==> config.mk <==
export PLATFORM = sky130hd
export DESIGN_NAME = axi_read_scheduler
export DESIGN_NICKNAME = d
export VERILOG_FILES = /design/src/rtl/axi_read_scheduler.sv
export SDC_FILE = /design/constraint.sdc
export NUM_CORES = 1
export LEC_CHECK = 0
export CORE_ASPECT_RATIO = 0.75
export CORE_UTILIZATION = 35
export DETAILED_ROUTE_END_ITERATION = 10
export PLACE_DENSITY_LB_ADDON = 0.08
export SYNTH_ARGS = -nofsm -noshare
export SYNTH_HDL_FRONTEND = slang
export SYNTH_SLANG_ARGS = --single-unit
==> constraint.sdc <==
create_clock -name clk -period 2.9 [get_ports clk]
set_input_delay 0.725 -clock clk [delete_from_list [all_inputs] [get_ports clk]]
set_output_delay 0.725 -clock clk [all_outputs]
set_load 0.02 [all_outputs]
==> src/rtl/axi_read_scheduler.sv <==
//============================================================================
// Module      : axi_read_scheduler
// Description : Round-robin sharing of one AXI read channel among cache-side
//               masters, with ID tagging, R-beat steering and sticky errors.
// Revision    : 1.0 - initial release
//============================================================================
`default_nettype none

module axi_read_scheduler #(
   parameter int READ_MASTERS = 3,
   parameter int ADDR_WIDTH   = 26,
   parameter int DATA_WIDTH   = 32
) (
   input  logic                               clk,
   input  logic                               rst,
   input  logic [READ_MASTERS-1:0]            m_arvalid,
   input  logic [READ_MASTERS*ADDR_WIDTH-1:0] m_araddr,
   input  logic [READ_MASTERS*4-1:0]          m_arlen,
   output logic [READ_MASTERS-1:0]            m_arready,
   output logic [READ_MASTERS-1:0]            m_rvalid,
   output logic                               m_rlast,
   output logic [DATA_WIDTH-1:0]              m_rdata,
   input  logic [READ_MASTERS-1:0]            m_rready,
   output logic                               ARVALID,
   input  logic                               ARREADY,
   output logic [3:0]                         ARID,
   output logic [3:0]                         ARLEN,
   output logic [ADDR_WIDTH-1:0]              ARADDR,
   input  logic                               RVALID,
   output logic                               RREADY,
   input  logic                               RLAST,
   input  logic [3:0]                         RID,
   input  logic [DATA_WIDTH-1:0]              RDATA,
   output logic                               busy,
   output logic                               err_id,
   output logic                               err_len
);

   localparam int GW = (READ_MASTERS > 1) ? $clog2(READ_MASTERS) : 1;

   typedef enum logic [1:0] {
      S_IDLE = 2'd0,
      S_ADDR = 2'd1,
      S_DATA = 2'd2
   } state_t;

   state_t                state_q, state_d;
   logic [GW-1:0]         rr_ptr_q, rr_ptr_d;
   logic [GW-1:0]         grant_q, grant_d;
   logic [ADDR_WIDTH-1:0] addr_q, addr_d;
   logic [3:0]            len_q, len_d;
   logic [3:0]            beat_q, beat_d;
   logic                  err_id_q, err_id_d;
   logic                  err_len_q, err_len_d;

   logic                  arb_found;
   logic [GW-1:0]         arb_pick;
   int                    arb_idx;
   logic [3:0]            arid_w;
   logic                  rid_match_w;
   logic                  beat_xfer_w;

   // First requester at or after rr_ptr, wrapping modulo READ_MASTERS.
   always_comb begin
      arb_found = 1'b0;
      arb_pick  = '0;
      arb_idx   = 0;
      for (int k = 0; k < READ_MASTERS; k++) begin
         arb_idx = int'(rr_ptr_q) + k;
         if (arb_idx >= READ_MASTERS) arb_idx = arb_idx - READ_MASTERS;
         if (!arb_found && m_arvalid[arb_idx]) begin
            arb_found = 1'b1;
            arb_pick  = arb_idx[GW-1:0];
         end
      end
   end

   assign arid_w      = {{(4-GW){1'b0}}, grant_q};
   assign rid_match_w = (RID == arid_w);

   assign ARVALID = (state_q == S_ADDR);
   assign ARADDR  = addr_q;
   assign ARLEN   = len_q;
   assign ARID    = arid_w;
   // Foreign-ID beats are always drained so they cannot block the channel.
   assign RREADY  = (state_q == S_DATA) && (rid_match_w ? m_rready[grant_q] : 1'b1);
   assign m_rdata = RDATA;
   assign m_rlast = RLAST;
   assign busy    = (state_q != S_IDLE);
   assign err_id  = err_id_q;
   assign err_len = err_len_q;

   assign beat_xfer_w = (state_q == S_DATA) && RVALID && RREADY;

   for (genvar i = 0; i < READ_MASTERS; i++) begin : g_master
      assign m_arready[i] = (state_q == S_ADDR) && ARREADY && (grant_q == GW'(i));
      assign m_rvalid[i]  = (state_q == S_DATA) && RVALID && rid_match_w && (grant_q == GW'(i));
   end

   always_comb begin
      state_d   = state_q;
      rr_ptr_d  = rr_ptr_q;
      grant_d   = grant_q;
      addr_d    = addr_q;
      len_d     = len_q;
      beat_d    = beat_q;
      err_id_d  = err_id_q;
      err_len_d = err_len_q;
      case (state_q)
         S_IDLE: begin
            if (arb_found) begin
               grant_d = arb_pick;
               addr_d  = m_araddr[arb_pick*ADDR_WIDTH +: ADDR_WIDTH];
               len_d   = m_arlen[arb_pick*4 +: 4];
               state_d = S_ADDR;
            end
         end
         S_ADDR: begin
            if (ARREADY) begin
               beat_d  = 4'd0;
               state_d = S_DATA;
            end
         end
         S_DATA: begin
            if (beat_xfer_w) begin
               if (!rid_match_w) begin
                  err_id_d = 1'b1;
               end else begin
                  beat_d = beat_q + 4'd1;
                  if (RLAST) begin
                     if (beat_q != len_q) err_len_d = 1'b1;
                     rr_ptr_d = (grant_q == GW'(READ_MASTERS - 1)) ? '0 : grant_q + GW'(1);
                     state_d  = S_IDLE;
                  end else if (beat_q == len_q) begin
                     err_len_d = 1'b1;
                  end
               end
            end
         end
         default: state_d = S_IDLE;
      endcase
   end

   always_ff @(posedge clk or posedge rst) begin
      if (rst) begin
         state_q   <= S_IDLE;
         rr_ptr_q  <= '0;
         grant_q   <= '0;
         addr_q    <= '0;
         len_q     <= '0;
         beat_q    <= '0;
         err_id_q  <= 1'b0;
         err_len_q <= 1'b0;
      end else begin
         state_q   <= state_d;
         rr_ptr_q  <= rr_ptr_d;
         grant_q   <= grant_d;
         addr_q    <= addr_d;
         len_q     <= len_d;
         beat_q    <= beat_d;
         err_id_q  <= err_id_d;
         err_len_q <= err_len_d;
      end
   end

endmodule

`default_nettype wire

==> results.md, run 1 <==
- Synth Instances: 346
- Clk_lat worst skew: 0.29 ns
- Iter 0 DRT Violations: 127
- Slew margin rel.: 0.631
- Placer Congestion: 0.744
- R2R depth: 8
- Ys flop type: dfrtp_1
- Hold_buf cts: 0
- DR WL/cell: 15.2 um
- R2r setup slk: 0.50 ns
- Placed cells: 556
- Total gr overflow: 0
- Slowest library cell on the worst path: clkdlybuf4s50_1
- Cell Area, Synth: 2880 um^2
- Starting density of the core: 0.363
- Area post-placement: 4240 um^2
- CP Cell Sequence: clkdlybuf4s50_1, nand2_1, nor2_1, clkdlybuf4s50_1
- #FFs+latches synth: 42
- CTS buffer count: 5
- Area contributors post-synth: dfrtp_1 (37%), buf_4 (9.9%), a211oi_1 (8.1%)
- Core ar.: 7920 um^2
- CTS tree: yes
- N_diodes: 0
- Unrepaired setup endpoints after global routing: false
- H-tree levels: 2
- Asr flop ratio synth: 1.00
- F_max: 0.357 GHz
- # setup viols final: 0
- Tmin final: 2.80 ns
- Bufs and invs on worst path: 2
- Most frequent CP cell: clkdlybuf4s50_1
- Die ar.: 8590 um^2
- PortBufs: 148
- Final-stage net count: 600
- Initial antenna violation count: 0
- Hold EP: err_len
- Setup TNS Final: 0 ns
- DRC: 0
- Final non-filler cell total: 565
- Chip width: 107 um
- CP Max Fanout: 4
- Netlist cell types: 40
- Crit path arrival time: 2.08 ns
- Worst R2R End: ARLEN[2]
- Vias in the first global route: 2,777
- LEAKAGE: 1.86 nW
- Row count: 28
- Worst Setup End Kind: output pin
- Avg Cell Area, Syn: 8.32 um^2
- RR Startpoint: rr_ptr_q[0]
- Vias/cell: 5.11
- Share of cells above drive strength 1: 0.0761
- Post-synth EDFFs: 0
- HP Start: err_len
- Final wirelength: 8600 um
- Most frequent cell after synthesis: nand2_1
- Synth top area share: 0.365
- Final Max Slew Viols: 0
- Peak VDD IR: 0.000357 V
- Cell taking the most area after synthesis: dfrtp_1
- Largest net degree at the start of global routing: 31
- I/O Pins: 215
- Die height: 80.5 um
- Total track usage: 0.203
- Max incr delay on CP: 0.61 ns
- Clock root buffer: clkbuf_8
- Worst Setup Start Kind: primary input
- Hpwl dp: 6320 um
- Worst min path class: reg -> reg
- TritonCTS Sinks: 42
- Critical Path RT: 2.17 ns
- Routed Antenna Nets: 0
- Status: complete, no violations
- Fin crit share: 0.967
- CP top delay family: buffers and inverters
- Filler instances: 767
- Max Cap Violations: 0
- Area grow syn2layout: 50.4%
- Worst Max-Slew Pin Slew: 0.553 ns
- Worst-path clk slew: 0.08 ns
- Clock skew: 0.00243 ns
- Most instantiated cells after synthesis: nand2_1 (44), dfrtp_1 (42), buf_4 (38)
- DR vias: 2,889
- Worst hold path stage count: 1
- 1st-pass router iterations: 4
- First-pass GRT wire length: 13,600 um
- Power per cell area: 838 nW/um^2
- Cell area after layout: 4330 um^2
- Reg area: 1050 um^2
- Multi-input logic area: 1400 um^2
- CP Class: in -> out
- Ys Warns: 0
- Post-synthesis sequential area ratio: 0.365
- Final hold viol count: 0
- Clock Path Buffers: 2
==> cell families (layout without fill, tap and decap cells) <==
kind of cell               Yosys count  after routing  synth area share
adders and majority gates            4              4            0.0174
and+or+nand+nor                    104            104             0.181
other                                1              2           0.00130
buffers and inverters               67            180             0.150
xor gates and xnor gates             9              9            0.0274
DFF                                 42             42             0.365
AOI/OAI and AO/OA                  113            113             0.237
muxes                                6              6            0.0209
==> flip-flops by register name, indices dropped and copies added, names as in the netlist <==
register	cells
ARADDR	26
ARLEN	4
beat_q	4
grant_q	2
rr_ptr_q	2
state_q	2
err_id	1
err_len	1
==> metal layers <==
layer,GRT usage,routed length (um),vias to the layer above
li1,-,-,1405
met1,0.249,3860,1350
met2,0.342,3890,126
met3,0.0722,773,8
met4,0.0479,72,0
met5,0,0,-
==> per-stage QoR <==
step	hold WS, ns	worst slack [ns]	total power, mW	util
2_1_floorplan	0.475	0.566	2.37	-
3_3_place_gp	0.443	-0.149	3.24	0.535
3_5_place_dp	0.450	-0.207	3.28	0.535
4_1_cts	0.469	0.0258	3.68	0.546
5_1_grt	0.492	0.000107	3.92	0.547
6_report	0.463	0.0960	3.63	0.547
==> cell type report <==
| class | count | share of cell area |
|---|---|---|
| Sequential cell | 42 | 0.243 |
| Multi-Input combinational cell | 238 | 0.324 |
| Tap cell | 105 | 0.0304 |
| Inverter | 7 | 0.00607 |
| Timing Repair Buffer | 165 | 0.376 |
| Clock inverter | 1 | 0.00116 |
| Clock buffer | 7 | 0.0199 |
==> cell usage in the layout, fill, tap and decap left out, drive strengths merged, types with 2 or more instances in the layout <==
| cell type | Yosys | layout |
|---|---|---|
| and2 | 2 | 2 |
| o22ai | 3 | 3 |
| and3 | 30 | 30 |
| ha | 4 | 4 |
| dlygate4sd2 | 0 | 2 |
| o21ai | 66 | 66 |
| a211oi | 31 | 31 |
| clkbuf | 11 | 9 |
| clkdlybuf4s50 | 0 | 142 |
| nor2 | 12 | 12 |
| a21o | 4 | 4 |
| nor3 | 3 | 3 |
| buf | 49 | 17 |
| nand4 | 3 | 3 |
| a21oi | 3 | 3 |
| inv | 7 | 7 |
| conb | 1 | 2 |
| xnor2 | 7 | 7 |
| dlymetal6s2s | 0 | 2 |
| xor2 | 2 | 2 |
| nand2b | 2 | 2 |
| mux2i | 6 | 6 |
| nand2 | 45 | 45 |
| nand3b | 2 | 2 |
| dfrtp | 42 | 42 |
==> worst reg2reg max path, delay by kind of cell, from the launching register on <==
kind                       cells  cell delay (ns)
and+or+nand+nor                2             0.68
DFF                            1             0.41
AOI/OAI and AO/OA              3             0.38
adders and majority gates      1             0.46
buffers and inverters          1             0.06
muxes                          1             0.29
==> report_power, final <==
| part | switching [mW] | internal (mW) |
|---|---|---|
| Sequential | 0.182 | 0.828 |
| Combinational | 1.18 | 1.04 |
| Clock | 0.198 | 0.192 |
| Total | 1.56 | 2.06 |
==> how the worst max path moves through the flow <==
stage                     startpoint      endpoint  depth (start not counted)
after floorplan               RID[1]   m_rvalid[0]                          3
after global placement        RVALID   m_rvalid[0]                          5
after detailed placement      RID[3]   m_rvalid[0]                          5
after CTS                    ARREADY  m_arready[0]                          4
after global routing          RID[1]   m_rvalid[0]                          5
final                        ARREADY  m_arready[1]                          4
==> timing repair <==
| item | in CTS | in global routing |
|---|---|---|
| endpoints found under the setup margin | 4 | 3 |
| hold endpoints to repair | 0 | 0 |
| gates resized for setup | 4 | 6 |
| setup buffers | 0 | 1 |
| pin swaps | 1 | 1 |
(Power assumes the default switching activity.)
==> inputs of run 2 (changes only) <==
--- a/config.mk
+++ b/config.mk
@@ -6,7 +6,8 @@
 export NUM_CORES = 1
 export LEC_CHECK = 0
 export CORE_ASPECT_RATIO = 0.75
-export CORE_UTILIZATION = 35
+export CORE_MARGIN = 4
+export CORE_UTILIZATION = 37
 export DETAILED_ROUTE_END_ITERATION = 10
 export PLACE_DENSITY_LB_ADDON = 0.08
 export SYNTH_ARGS = -nofsm -noshare
==> constraint.sdc (replaced) <==
create_clock -name clk -period 3.46 [get_ports clk]
set_input_delay 0.865 -clock clk [delete_from_list [all_inputs] [get_ports clk]]
set_output_delay 0.865 -clock clk [all_outputs]
set_load 0.02 [all_outputs]
==> run 2 against run 1 <==
- clock skew fell by 0.00085 ns
- wire length rose by 6.6%
- largest cell class unchanged
- global-route usage fell by 1.0 points
- worst setup slack got worse by 0.031 ns
- sequential share of layout area rose by 0.48 points
- sequential power fell by 17%
- die area rose by 7.9%
- first-iteration DRC count fell by 40%
- power fell by 18%
- combinational power fell by 19%
- critical path depth rose by 1
==> results.md, run 2 (synthesis gave the netlist of run 1 again) <==
- Worst R2R End: ARADDR[14]
- Largest net degree at the start of global routing: 43 (+39%)
- CP Class: in -> out
- LEAKAGE: 1.77 nW (-5.1%)
- R2r setup slk: 0.88 ns (+0.38 ns)
- Slew margin rel.: 0.383 (-0.248)
- CTS tree: yes
- M1 WL: 3680 um (-4.7%)
- Commonest cells after routing, fill and taps aside: clkdlybuf4s50_1 (147), nand2_1 (44), dfrtp_1 (42)
- Status: complete, no violations
- Hpwl dp: 6670 um (+5.7%)
- 1st-pass router iterations: 4 (unchanged)
- Crit path from: RID[1]
- Critical Path RT: 2.59 ns (+0.42 ns)
- Final Max Slew Viols: 0 (unchanged)
- Slowest library cell on the worst path: clkdlybuf4s50_1
- CTS buffer count: 5 (unchanged)
- CP Max Fanout: 4 (unchanged)
- Clock root buffer: clkbuf_8
- # setup viols final: 0 (unchanged)
- Crit path arrival time: 2.53 ns (+0.45 ns)
- N_diodes: 0 (unchanged)
- Worst-path clk slew: 0.08 ns (about the same)
- Worst Setup End Kind: output pin
- Final hold viol count: 0 (unchanged)
- Most frequent CP cell: clkdlybuf4s50_1
- Die height: 84.4 um (+4.8%)
- Peak VDD IR: 0.000286 V (-20%)
- TritonCTS Sinks: 42 (unchanged)
- Row count: 27 (-3.6%)
- Worst hold path stage count: 1 (unchanged)
- H-tree levels: 2 (unchanged)
- Worst Max-Slew Pin Slew: 0.924 ns (+0.371 ns)
- DR vias: 2,873 (-0.55%)
- Met2 wire length: 4200 um (+7.8%)
- Area grow syn2layout: 47.5%
- Fin crit share: 0.981
- Final wirelength: 9170 um (+6.6%)
- F_max: 0.295 GHz
- Final-stage net count: 593 (-1.2%)
- Worst min path class: reg -> reg
- Vias/cell: 5.20 (+1.6%)
- Starting density of the core: 0.385 (+0.0220)
- Iter 0 DRT Violations: 76 (-40%)
- CP Cell Sequence: clkdlybuf4s50_1, xnor2_1, nand4_1, nor2_1, clkdlybuf4s50_1
- Commonest non-fill, non-tap cell in the layout: clkdlybuf4s50_1
- Filler instances: 733 (-4.4%)
- Clock Path Buffers: 2 (unchanged)
- Placed cells: 544 (-2.2%)
- Final non-filler cell total: 553 (-2.1%)
- Chip width: 110 um (+2.9%)
- I/O Pins: 215 (unchanged)
- DR WL/cell: 16.6 um (+8.9%)
- Max Cap Violations: 0 (unchanged)
- Fin Hold WS: 0.458 ns (-0.00526 ns)
- DRC: 0 (unchanged)
- Core ar.: 7470 um^2 (-5.7%)
- Clock skew: 0.00158 ns (-0.000852 ns)
- Hold_buf cts: 0 (unchanged)
- Worst Setup Start Kind: primary input
- First-pass GRT wire length: 14,300 um (+5.7%)
- Tmin final: 3.39 ns
- Routed Antenna Nets: 0 (unchanged)
- Initial antenna violation count: 0 (unchanged)
- R2R depth: 9 (+1)
- Max FFs per register: 26 (unchanged)
- WL met3: 1150 um (+49%)
- Share of cells above drive strength 1: 0.0531 (-0.0230)
- Vias in the first global route: 2,904 (+4.6%)
- Clk_lat worst skew: 0.28 ns (about the same)
- Top Layer Used: met4
- RR Startpoint: rr_ptr_q[0]
- PortBufs: 148 (unchanged)
- Die ar.: 9270 um^2 (+7.9%)
- Critical Path End: m_rvalid[2]
- Total gr overflow: 0 (unchanged)
- Total track usage: 0.193 (-0.0100)
- Max incr delay on CP: 0.61 ns (about the same)
- Placer Congestion: 0.786 (+5.6%)
- Power per cell area: 697 nW/um^2 (-17%)
-- run 2: what timing repair did --
item                                    CTS  global route
hold endpoints to repair                  0             0
endpoints found under the setup margin    1             2
gates resized for setup                   1             0
pin swaps                                 1             1
setup buffers                             0             2
-- run 2: layout make-up --
cell class	count	area (um^2)	share of cell area
inverter	7	26.3	0.00619
tap	101	126	0.0298
sequential	42	1050	0.248
clock buffer	7	76.3	0.0180
timing repair buffer	158	1560	0.366
multi-input combinational	238	1410	0.332
-- run 2: worst min path at each step --
stage,from,end,slack [ns]
6_report,err_id,err_id,0.46
5_1_grt,err_id,err_id,0.50
4_1_cts,err_id,err_id,0.46
3_5_place_dp,err_id,err_id,0.45
3_3_place_gp,err_len,err_len,0.44
2_1_floorplan,rr_ptr_q[1],rr_ptr_q[1],0.48
-- run 2: through the flow --
step / setup slack [ns] / setup TNS, ns / util / power [mW] / cell area (um^2)
2_1_floorplan: 0.846 / 0 / - / 1.98 / 2880
3_3_place_gp: 0.0791 / 0 / 0.556 / 2.67 / 4150
3_5_place_dp: -0.000306 / -0.000306 / 0.556 / 2.69 / 4150
4_1_cts: 0.0571 / 0 / 0.566 / 3.00 / 4230
5_1_grt: -0.0300 / -0.0560 / 0.568 / 3.19 / 4240
6_report: 0.0652 / 0 / 0.568 / 2.96 / 4240
-- run 2: per-layer routing --
layer	up-vias	track usage
met5	-	0
li1	1392	-
met1	1329	0.235
met2	138	0.309
met3	14	0.0846
met4	0	0.0566
-- run 2: power breakdown --
part	switching, mW	internal [mW]	leakage (nW)
sequential	0.149	0.694	0.526
combinational	0.990	0.823	1.20
clock	0.162	0.139	0.0383
total	1.30	1.66	1.77
-- run 2: critical path: cells and delay by family --
kind / cells / cell delay, ns
buf+inv: 2 / 1.03
simple gates: 2 / 0.41
xor+xnor: 1 / 0.24
